[src/rtl/mem_channel_arbiter.sv]
// ----------------------------------------------------------------------------
// mem_channel_arbiter
//
// Shares one data-memory channel (one read port plus one write port) among
// NUM_CONSUMERS per-thread LSUs. Arbitration is round-robin and only one
// transaction is in flight at a time. Both sides use a valid/ready
// hold-until-ack handshake:
//   - A consumer holds *_valid until it sees its *_ready.
//   - The arbiter then holds *_ready until that consumer drops *_valid.
//
// Ports
//   clk, reset                  clock; asynchronous active-high reset
//   consumer_read_valid[c]      read request from consumer c
//   consumer_read_address[c]    read address from consumer c
//   consumer_read_ready[c]      read done; consumer_read_data[c] is valid
//   consumer_read_data[c]       last data read for consumer c
//   consumer_write_valid[c]     write request from consumer c
//   consumer_write_address[c]   write address from consumer c
//   consumer_write_data[c]      write data from consumer c
//   consumer_write_ready[c]     write done
//   mem_read_valid/address      read request to memory
//   mem_read_ready/data         read acknowledge and data from memory
//   mem_write_valid/address/data  write request to memory
//   mem_write_ready             write acknowledge from memory
//   busy                        high whenever the FSM is not idle
// All outputs are registered.
// ----------------------------------------------------------------------------
module mem_channel_arbiter #(
  parameter int NUM_CONSUMERS = 4,
  parameter int ADDR_BITS     = 8,
  parameter int DATA_BITS     = 8
) (
  input  logic                     clk,
  input  logic                     reset,

  input  logic [NUM_CONSUMERS-1:0] consumer_read_valid,
  input  logic [ADDR_BITS-1:0]     consumer_read_address  [NUM_CONSUMERS],
  output logic [NUM_CONSUMERS-1:0] consumer_read_ready,
  output logic [DATA_BITS-1:0]     consumer_read_data     [NUM_CONSUMERS],

  input  logic [NUM_CONSUMERS-1:0] consumer_write_valid,
  input  logic [ADDR_BITS-1:0]     consumer_write_address [NUM_CONSUMERS],
  input  logic [DATA_BITS-1:0]     consumer_write_data    [NUM_CONSUMERS],
  output logic [NUM_CONSUMERS-1:0] consumer_write_ready,

  output logic                     mem_read_valid,
  output logic [ADDR_BITS-1:0]     mem_read_address,
  input  logic                     mem_read_ready,
  input  logic [DATA_BITS-1:0]     mem_read_data,

  output logic                     mem_write_valid,
  output logic [ADDR_BITS-1:0]     mem_write_address,
  output logic [DATA_BITS-1:0]     mem_write_data,
  input  logic                     mem_write_ready,

  output logic                     busy
);

  localparam int IDX_BITS = $clog2(NUM_CONSUMERS);

  localparam logic [1:0] IDLE          = 2'd0;
  localparam logic [1:0] READ_WAITING  = 2'd1;
  localparam logic [1:0] WRITE_WAITING = 2'd2;
  localparam logic [1:0] RELAYING      = 2'd3;

  logic [1:0]          state;
  logic [IDX_BITS-1:0] rr_ptr;
  logic [IDX_BITS-1:0] grant;
  // Remembers which handshake is being relayed, so RELAYING watches the
  // matching valid of the granted consumer.
  logic                relay_is_read;

  // Round-robin winner search, starting at rr_ptr. NUM_CONSUMERS is a power
  // of two, so the IDX_BITS-wide sum wraps modulo NUM_CONSUMERS by itself.
  logic                win_found;
  logic [IDX_BITS-1:0] win_idx;
  logic                win_read;
  logic [IDX_BITS-1:0] cand;

  // NOTE: every variable assigned in always_comb gets a default first, so
  // no path leaves it unassigned and no latch is inferred.
  always_comb begin
    win_found = 1'b0;
    win_idx   = '0;
    win_read  = 1'b0;
    cand      = '0;
    for (int i = 0; i < NUM_CONSUMERS; i++) begin
      cand = rr_ptr + IDX_BITS'(i);
      if (!win_found && (consumer_read_valid[cand] || consumer_write_valid[cand])) begin
        win_found = 1'b1;
        win_idx   = cand;
        // If a consumer requests both, the read goes first. The write stays
        // pending and is served in a later grant.
        win_read  = consumer_read_valid[cand];
      end
    end
  end

  // The relay ends once the granted consumer drops the valid being answered.
  logic relay_done;
  assign relay_done = relay_is_read ? !consumer_read_valid[grant]
                                    : !consumer_write_valid[grant];

  // NOTE: sequential state uses non-blocking assignments only, so every
  // register samples pre-edge values and simulation matches hardware.
  always_ff @(posedge clk or posedge reset) begin
    if (reset) begin
      state                <= IDLE;
      rr_ptr               <= '0;
      grant                <= '0;
      relay_is_read        <= 1'b0;
      mem_read_valid       <= 1'b0;
      mem_read_address     <= '0;
      mem_write_valid      <= 1'b0;
      mem_write_address    <= '0;
      mem_write_data       <= '0;
      consumer_read_ready  <= '0;
      consumer_write_ready <= '0;
      busy                 <= 1'b0;
      // NOTE: the read-data registers are reset as well, even though they are
      // data storage. The LSUs must see defined zeros after reset.
      for (int i = 0; i < NUM_CONSUMERS; i++) begin
        consumer_read_data[i] <= '0;
      end
    end else begin
      case (state)
        IDLE: begin
          if (win_found) begin
            grant <= win_idx;
            busy  <= 1'b1;
            if (win_read) begin
              mem_read_valid   <= 1'b1;
              mem_read_address <= consumer_read_address[win_idx];
              state            <= READ_WAITING;
            end else begin
              mem_write_valid   <= 1'b1;
              mem_write_address <= consumer_write_address[win_idx];
              mem_write_data    <= consumer_write_data[win_idx];
              state             <= WRITE_WAITING;
            end
          end
        end

        // Address and data were latched at grant time. They stay stable even
        // if the requester misbehaves and drops valid while waiting.
        READ_WAITING: begin
          if (mem_read_ready) begin
            mem_read_valid             <= 1'b0;
            consumer_read_data[grant]  <= mem_read_data;
            consumer_read_ready[grant] <= 1'b1;
            relay_is_read              <= 1'b1;
            state                      <= RELAYING;
          end
        end

        WRITE_WAITING: begin
          if (mem_write_ready) begin
            mem_write_valid             <= 1'b0;
            consumer_write_ready[grant] <= 1'b1;
            relay_is_read               <= 1'b0;
            state                       <= RELAYING;
          end
        end

        RELAYING: begin
          // No new grant on this edge. The next grant starts from IDLE.
          if (relay_done) begin
            consumer_read_ready  <= '0;
            consumer_write_ready <= '0;
            rr_ptr               <= grant + 1'b1;
            busy                 <= 1'b0;
            state                <= IDLE;
          end
        end

        default: state <= IDLE;
      endcase
    end
  end

endmodule

[config.mk]
export PLATFORM = sky130hd
export DESIGN_NAME = mem_channel_arbiter
export DESIGN_NICKNAME = d
export VERILOG_FILES = /design/src/rtl/mem_channel_arbiter.sv
export SDC_FILE = /design/constraint.sdc
export NUM_CORES = 1
export LEC_CHECK = 0
export CAP_MARGIN = 10
export CELL_PAD_IN_SITES_DETAIL_PLACEMENT = 1
export CELL_PAD_IN_SITES_GLOBAL_PLACEMENT = 1
export CORE_UTILIZATION = 29
export DETAILED_ROUTE_END_ITERATION = 6
export GPL_TIMING_DRIVEN = 0
export HOLD_SLACK_MARGIN = 0.05
export PLACE_DENSITY_LB_ADDON = 0.12
export SLEW_MARGIN = 30
export SYNTH_ARGS = -nofsm -noshare
export SYNTH_HDL_FRONTEND = slang
export SYNTH_SLANG_ARGS = --single-unit
[constraint.sdc]
create_clock -name clk -period 3.05 [get_ports clk]
set_input_delay 0.4575 -clock clk [delete_from_list [all_inputs] [get_ports clk]]
set_output_delay 0.4575 -clock clk [all_outputs]
set_load 0.05 [all_outputs]
==> run summary <==
Mapped Cells: 420
Most common cell after layout, fill and taps aside: clkdlybuf4s50_1
P&R area growth vs syn: 61.7%
Drt pass-1 iters: 7
Avg Cell Area, Syn: 10.6 µm²
EDFF count, synth: 0
RSZ-0062 raised after global routing: true
First-pass GRT wire length: 25,200 µm
Maximum VDD drop: 640 µV
Worst EP arrival: 3.22 ns
Total gr overflow: 0
Number of synthesized register bits: 74
Worst-path fanout max: 6
IO buf count: 181
Most frequent cells in the layout: 173 x clkdlybuf4s50_1, 74 x dfrtp_1, 33 x mux2_2
Cts bufs inserted: 9
CP startpoint kind: flip-flop
Num rows: 44
DRT iter0 DRCs: 132
Total GRT Usage: 20.5%
Hold Path Class: flip-flop to flip-flop
Hold-fix buffers, CTS: 0
R2R setup slack: 0.09 ns
Top layer reached by signal wires: met4
Via-to-Cell Ratio: 5.11
Met3 Routed Length: 988 µm
CTS tree: done
CTS sink count: 74
HPWL Detailed: 11,700 µm
Die width: 126 µm
Via count: 4,177
Via count of the first global-routing pass: 4,588
Crit path time final: 2.96 ns
M1 WL: 6360 µm
DRT antenna net count: 0
Largest net degree at the start of global routing: 39
Initial Util: 30.2%
Skew-Pair Late Insertion Delay: 0.34 ns
Setup Viol. Count Final: 0
Max-slew violation count: 0
Met2 WL: 8230 µm
WL/cell: 19.2 µm
Ys async rst share: 100%
Max-cap violations: 0
Mapped Area: 4430 µm²
Final Hold Viols: 0
Util after Layout: 48.8%
Slew @ Worst Pin: 0.689 ns
Core region area: 14,700 µm²
Power Density: 1260 nW/µm²
Layout cells sized above 1: 21.9%
Yosys top cell by area: dfrtp_1
Post-synth top area share: 41.8%
Post-synthesis cell type count: 44
Clk Tree Root Cell: clkbuf_16
Htree depth: 3
# nets final: 753
Number of remaining DRC errors: 14
GPL Wtd Cong: 0.751
Status: complete, but fails checks
Routed WL: 15,700 µm
Synth top area cells: dfrtp_1 42%, mux2_2 8.4%, mux4_2 5.1%, a211oi_2 4.5%, mux2i_1 4.3%
Fillers: 1,575
Sequential area share after synthesis: 41.8%
WP data required: 3.31 ns
Crit Path Class: flip-flop to flip-flop
Worst setup margin: 0.0878 ns
Final period utilization: 97.1%
Worst Setup End Kind: flip-flop
Die area: 15,800 µm²
Clk buf depth: 2
Primary FF master, synth: dfrtp_1
DIE HEIGHT: 126 µm
F_max: 0.338 GHz
Worst-path clk slew: 0.06 ns
Max_slew headroom: 53.7%
I/O pin count: 183
Place WS: -0.755 ns
Pleak: 2.95 nW
Worst Skew: 0.00509 ns
Failing checks: design-rule violations
Post-Syn Nets: 544
Synth warnings: 0
Number of antenna repair diodes: 0
Initial antenna violation count: 0
==> logic make-up after synthesis <==
family | Yosys count | share of synthesized area, %
multiplexers | 63 | 18.0
AO/OA/AOI/OAI | 98 | 18.6
adder cells (fa/ha/maj) | 8 | 2.26
buffers and inverters | 49 | 5.14
AND/OR/NAND/NOR | 128 | 14.2
flip-flops | 74 | 41.8
==> power by group <==
| part | total [mW] | switching [mW] | leakage (nW) | internal (mW) |
|---|---|---|---|---|
| combinational | 6.15 | 3.66 | 1.90 | 2.49 |
| sequential | 1.77 | 0.309 | 0.903 | 1.46 |
| clock | 1.11 | 0.465 | 0.149 | 0.650 |
| total | 9.03 | 4.43 | 2.95 | 4.59 |
==> final timing paths <==
kind	start	end	cells after the start
setup / recovery	rr_ptr[0]	mem_read_address[2]	10
hold / removal	mem_read_address[5]	mem_read_address[5]	2
setup reg to reg	rr_ptr[0]	mem_read_address[2]	10
hold reg to reg	mem_read_address[5]	mem_read_address[5]	2
max in group asynchronous	reset	consumer_read_ready[2]	3
min in group asynchronous	reset	consumer_read_data[26]	2
==> layout make-up <==
type	count	area [µm²]	area share, %
multi-input combinational	297	2530	35.2
buffer	24	191	2.67
tap	184	230	3.21
timing repair buffer	198	1960	27.4
inverter	25	96.3	1.34
clock inverter	7	83.8	1.17
sequential	74	1850	25.8
clock buffer	9	225	3.14
==> critical path: stages (launching register included) <==
cell and delay (ns):
dfrtp_1 0.34, buf_6 0.14, mux4_2 0.56, or3_4 0.39, or3_4 0.34, o221ai_4 0.21
or2_1 0.15, buf_6 0.15, buf_12 0.14, mux2_1 0.32, o21ai_1 0.14
==> state kept, by name, summed over array words and instances, names as in the netlist, 2 cells and up <==
| signal | flops |
|---|---|
| consumer_read_data | 32 |
| consumer_read_ready | 4 |
| consumer_write_ready | 4 |
| grant | 2 |
| mem_read_address | 8 |
| mem_write_address | 8 |
| mem_write_data | 8 |
| rr_ptr | 2 |
| state | 2 |
==> layer usage <==
layer	up-vias	track usage, %
li1	1960	-
met1	2088	24.3
met2	117	37.5
met3	12	4.89
met4	0	4.52
met5	-	0
==> Yosys cell counts (all sizes together) (4+ instances only) <==
cell type / count
nand4: 7
ha: 8
mux2: 34
nand3: 5
dfrtp: 74
mux4: 10
o21ai: 17
nor2: 31
o31ai: 9
mux2i: 19
a21oi: 7
a211oi: 40
buf: 14
a22o: 16
nor3: 26
inv: 25
nor2b: 5
or2: 6
and2b: 4
clkbuf: 10
nand2b: 4
nand2: 32
==> timing repair <==
item                       CTS  global route
buffers inserted            12             3
hold endpoints to repair     0             0
gates cloned                 1             0
gates resized for setup     39            26
pin swaps                    5             4
setup endpoints to repair   25            26
==> stage by stage <==
stage / setup TNS (ns) / cells / power, mW / hold WS (ns) / cell area, µm²
finish: 0 / 818 / 9.03 / 0.478 / 7170
global route: -0.0289 / 818 / 9.55 / 0.498 / 7170
CTS: 0 / 815 / 8.93 / 0.479 / 7050
detailed placement: -15.46 / 786 / 7.32 / 0.465 / 6500
global placement: -62.54 / 785 / 7.18 / 0.464 / 6470
floorplan: 0 / 420 / 5.50 / 0.485 / 4430
No activity file was read; power rests on OpenSTA's default activity.
